$ cat config.mk
export PLATFORM = sky130hd
export DESIGN_NAME = ipm2l_apm_latency_ctrl
export DESIGN_NICKNAME = d
export VERILOG_FILES = /design/src/rtl/ipm2l_apm_latency_ctrl.sv
export SDC_FILE = /design/constraint.sdc
export NUM_CORES = 1
export LEC_CHECK = 0
export BUFFER_PORTS_ARGS = -buffer_cell sky130_fd_sc_hd__buf_2
export CORE_MARGIN = 2
export CORE_UTILIZATION = 30
export DETAILED_ROUTE_END_ITERATION = 12
export PLACE_DENSITY = 0.59
export SETUP_SLACK_MARGIN = 0.3
export SLEW_MARGIN = 10
export SYNTH_ARGS = -nofsm -noshare
export SYNTH_HDL_FRONTEND = slang
export SYNTH_SLANG_ARGS = --single-unit
$ cat constraint.sdc
create_clock -name clk -period 1.3 [get_ports clk]
set_input_delay 0.26 -clock clk [delete_from_list [all_inputs] [get_ports clk]]
set_output_delay 0.26 -clock clk [all_outputs]
set_load 0.03 [all_outputs]
$ cat src/rtl/ipm2l_apm_latency_ctrl.sv
// Run-time latency controller for a dynamic-latency distributed shift register:
// owns its addr/rst, handles ready/ack latency changes and flags post-change output.
module ipm2l_apm_latency_ctrl #(
   parameter  int MAX_DEPTH     = 16,
   parameter  int INIT_LAT      = 4,
   parameter  int OUT_LAT       = 1,
   parameter  int CFG_WAIT_FILL = 1,
   parameter  int CLR_ON_CFG    = 1,
   localparam int AW = (MAX_DEPTH <= 16)  ? 4 :
                       (MAX_DEPTH <= 32)  ? 5 :
                       (MAX_DEPTH <= 64)  ? 6 :
                       (MAX_DEPTH <= 128) ? 7 :
                       (MAX_DEPTH <= 256) ? 8 :
                       (MAX_DEPTH <= 512) ? 9 : 10
) (
   input  logic          clk,
   input  logic          rst_n,
   input  logic          cfg_req,
   input  logic [AW-1:0] cfg_lat,
   output logic          cfg_ready,
   output logic          cfg_ack,
   output logic          cfg_err,
   output logic [AW-1:0] sr_addr,
   output logic          sr_rst,
   output logic          dout_valid,
   output logic [AW-1:0] cur_lat
);

   localparam int          LAT_MAX   = (MAX_DEPTH < (1 << AW) - 1) ? MAX_DEPTH : (1 << AW) - 1;
   localparam logic [AW:0] LAT_MAX_V = (AW+1)'(LAT_MAX);

   typedef enum logic [1:0] {
      ST_CLR  = 2'd0,
      ST_FILL = 2'd1,
      ST_RUN  = 2'd2
   } state_t;

   state_t        r_state;
   state_t        w_state_next;
   logic [AW-1:0] r_lat;
   logic [AW:0]   r_cnt;
   logic          r_ack;
   logic          r_err;

   logic          w_ready;
   logic          w_accept;
   logic          w_lat_ok;
   logic          w_change;
   logic          w_bad;
   logic          w_fill_entry;
   logic          w_fill_done;
   logic [AW:0]   w_thr;

   assign w_accept     = cfg_req && w_ready;
   assign w_lat_ok     = (cfg_lat != '0) && ({1'b0, cfg_lat} <= LAT_MAX_V);
   assign w_change     = w_accept && w_lat_ok && (cfg_lat != r_lat);
   assign w_bad        = w_accept && !w_lat_ok;
   assign w_thr        = {1'b0, r_lat} + (AW+1)'(OUT_LAT);
   assign w_fill_done  = (r_cnt == w_thr - 1'b1);
   // A valid change while already filling restarts the count for the new latency
   assign w_fill_entry = (w_state_next == ST_FILL) && ((r_state != ST_FILL) || w_change);

   always_ff @(posedge clk) begin
      if (!rst_n) begin
         r_state <= ST_CLR;
         r_lat   <= AW'(INIT_LAT);
         r_cnt   <= '0;
         r_ack   <= 1'b0;
         r_err   <= 1'b0;
      end else begin
         r_state <= w_state_next;
         if (w_change)
            r_lat <= cfg_lat;
         if (w_fill_entry)
            r_cnt <= '0;
         else if (r_state == ST_FILL)
            r_cnt <= r_cnt + 1'b1;
         r_ack <= w_accept;
         r_err <= w_bad;
      end
   end

   always_comb begin
      w_state_next = r_state;
      case (r_state)
         ST_CLR:  w_state_next = ST_FILL;
         ST_FILL: begin
            if (w_change)
               w_state_next = (CLR_ON_CFG != 0) ? ST_CLR : ST_FILL;
            else if (w_fill_done)
               w_state_next = ST_RUN;
         end
         ST_RUN: begin
            if (w_change)
               w_state_next = (CLR_ON_CFG != 0) ? ST_CLR : ST_FILL;
         end
         default: w_state_next = ST_CLR;
      endcase
   end

   always_comb begin
      w_ready    = 1'b0;
      sr_rst     = 1'b0;
      dout_valid = 1'b0;
      case (r_state)
         ST_CLR:  sr_rst = 1'b1;
         ST_FILL: w_ready = (CFG_WAIT_FILL == 0);
         ST_RUN: begin
            w_ready    = 1'b1;
            dout_valid = 1'b1;
         end
         default: sr_rst = 1'b1;
      endcase
   end

   assign cfg_ready = w_ready;
   assign cfg_ack   = r_ack;
   assign cfg_err   = r_err;
   assign sr_addr   = r_lat;
   assign cur_lat   = r_lat;

endmodule
==> impl_results.md <==
- Status: finished, violations left
- Failing checks: setup timing
- Ant diodes: 0
- Antenna Nets Post-Route: 0
- Sequential share of power: 45.3%
- Endpoints failing hold: 0
- CTS buffer count: 3
- Core Util, Final: 55.0%
- Clk pwr share: 27.2%
- Skew-Pair Late Insertion Delay: 0.27 ns
- Synth async-reset ratio: 0%
- Hold Path Class: in -> reg
- Post-synth EDFFs: 0
- Ys flop type: dfxtp_1
- H-tree Lvls: 1
- Detailed Routing Iterations Pass 1: 2
- Final setup margin: -0.0646 ns
- Die width: 53.0 um
- IO buf count: 19
- Most frequent cells after synthesis: 13 x dfxtp_1, 8 x xor2_1, 5 x buf_4, 5 x ha_1, 5 x nor2_1
- Layout fillers: 201
- Layout area overhead: 70.5%
- Register area share after synthesis: 36.1%
- CP startpoint kind: register
- Core Area: 2230 sq um
- Routability cong.: 0.787
- RSZ-0062 raised after global routing: true
- Slew Limit Fails: 0
- Drt drc: 0
- FF+latch count, synth: 13
- Initial core utilization: 32.3%
- Largest net degree at the start of global routing: 8
- Clk pin slew, worst setup/hold paths: 0.08 ns
- Placed Area: 933 sq um
- CTS root buf: clkbuf_4
- Compound-gate portion of the synthesized area: 11.5%
- Setup TNS Final: -0.200 ns
- Critical path class: reg -> out
- First-pass GRT wire length: 2530 um
- WHS: 0.255 ns
- Vias in the first global route: 589
- Internal power: 0.651 mW
- Synth Area in Simple Gates: 20.5%
- Mapped Nets: 87
- Static Leak: 0.503 nW
- Dominant cells by area after synthesis: dfxtp_1 36%, xor2_1 9.7%, ha_1 8.7%
- Nets: 125
- # IOs: 20
- Pwr dens: 741 nW/um^2
- Switch share: 28.5%
- FMAX: 733 MHz
- Post-synthesis cell area: 721 sq um
- Data arrival time of the critical path: 1.10 ns
- Skew final: 0.00405 ns
- Critical Path RT: 1.04 ns
- Multiplexer area fraction after synthesis: 1.39%
- Vias: 660
- Final Cell Area: 1230 sq um
- Adder-cell share of the synthesized area: 8.68%
- Die H: 53.0 um
- Initial DRC count: 6
- Yosys warnings: 0
- Max cap viols: 0
- Post-synth top area share: 36.1%
- Post-detail-place hpwl: 1140 um
- Main combinational cell family by area after synthesis: simple AND/OR/NAND/NOR gates
- Psw: 0.260 mW
- Via density: 4.71
- Post-synthesis cell type count: 29
- Synth Instances: 75
- Minimum clock period: 1.36 ns
- Most common cell in the netlist: dfxtp_1
- Row count: 17
- Syn Area/Cell: 9.61 sq um
- CTS tree: yes
- Dpl ws: -0.0601 ns
- Crit. End Element: primary output
- Clk sink count: 13
- Full die area: 2810 sq um
- Detailed-route wire length: 1650 um
- Final period utilization: 105%
- Total gr overflow: 0
- Synth area leader: dfxtp_1
- Hold_buf cts: 0
- Finish-stage setup viols: 4
- Initial antenna violation count: 0
- Gr usage total: 12.9%
- Slew margin rel.: 83.3%
- Per-cell routed wire length: 11.8 um
- Synth Area in XOR/XNOR: 14.6%
- Slew @ Worst Pin: 0.247 ns
- Max VDD drop: 0.602 mV
- Comb pwr share: 27.5%
- CP Max Fanout: 4
- Layout cells sized above 1: 67.9%
- CTS max path bufs: 2
## worst paths after layout
path | startpoint | to | slack [ns] | cells past startpoint
hold reg to reg | r_cnt[4] | r_cnt[4] | 0.58 | 2
hold / removal | rst_n | cur_lat[2] | 0.26 | 2
setup reg to reg | cur_lat[3] | r_state[1] | -0.04 | 4
setup / recovery | r_state[1] | sr_rst | -0.06 | 4
## cell type report
type / instances / area, sq um / share of cell area [%]
well taps: 28 / 35.0 / 2.85
flip-flops and latches: 13 / 285 / 23.2
multi-input cells: 53 / 520 / 42.4
inverters: 3 / 16.3 / 1.32
repair buffers: 39 / 345 / 28.1
clock buffers: 4 / 26.3 / 2.14
## metrics by stage
| stage | power, mW | instances |
|---|---|---|
| final | 0.910 | 140 |
| after global routing | 0.959 | 140 |
| after CTS | 0.893 | 134 |
| after detailed placement | 0.590 | 126 |
| after global placement | 0.587 | 126 |
| after floorplan | 0.550 | 75 |
## registers in the layout, summed over array words and instances, names as in the netlist
register and flops:
r_cnt 5, cfg_err 1, cur_lat 4, r_state 2
cfg_ack 1
## critical path, stage by stage (launching register included)
cell     delay [ns]
dfxtp_4        0.39
inv_4          0.04
ha_4           0.25
inv_2          0.03
buf_6          0.12
## cells in the final DEF, fill, tap and decap left out, types with 2 or more instances in the layout
master    count
nand2_1       2
dfxtp_4       6
nor2_1        5
xnor2_2       4
nor2b_1       3
buf_2         6
dfxtp_2       2
a22oi_2       3
xor2_1        7
clkbuf_4      3
nand4_1       2
and2b_2       2
ha_4          3
buf_6        18
buf_4        15
dfxtp_1       5
inv_4         2
ha_1          2
## power by group through the flow
| stage | logic (mW) | registers, mW | clock network, mW |
|---|---|---|---|
| 2_1_floorplan | 0.123 | 0.427 | 0 |
| 3_3_place_gp | 0.158 | 0.428 | 0 |
| 3_5_place_dp | 0.161 | 0.428 | 0 |
| 4_1_cts | 0.222 | 0.410 | 0.260 |
| 5_1_grt | 0.267 | 0.413 | 0.279 |
| 6_report | 0.251 | 0.412 | 0.248 |
## cell families (layout without fill, tap and decap cells)
group / Yosys count / after routing
adder cells (fa/ha/maj): 5 / 5
multiplexers: 1 / 1
XOR/XNOR: 12 / 12
AND/OR/NAND/NOR: 23 / 23
AO/OA/AOI/OAI: 12 / 12
flip-flops: 13 / 13
buffers and inverters: 9 / 46
## metal layers
| metal | routed length (um) | up-vias | global-route usage (%) |
|---|---|---|---|
| li1 | - | 332 | - |
| met1 | 666 | 316 | 14.6 |
| met2 | 919 | 10 | 22.7 |
| met3 | 52 | 2 | 4.24 |
| met4 | 14 | 0 | 3.85 |
| met5 | 0 | - | 0 |
## repair_timing
| item | in CTS | in global routing |
|---|---|---|
| gates resized for setup | 45 | 6 |
| setup buffers | 4 | 6 |
| setup endpoints to repair | 25 | 26 |
| pin swaps | 9 | 2 |
No activity file was read; power rests on OpenSTA's default activity.
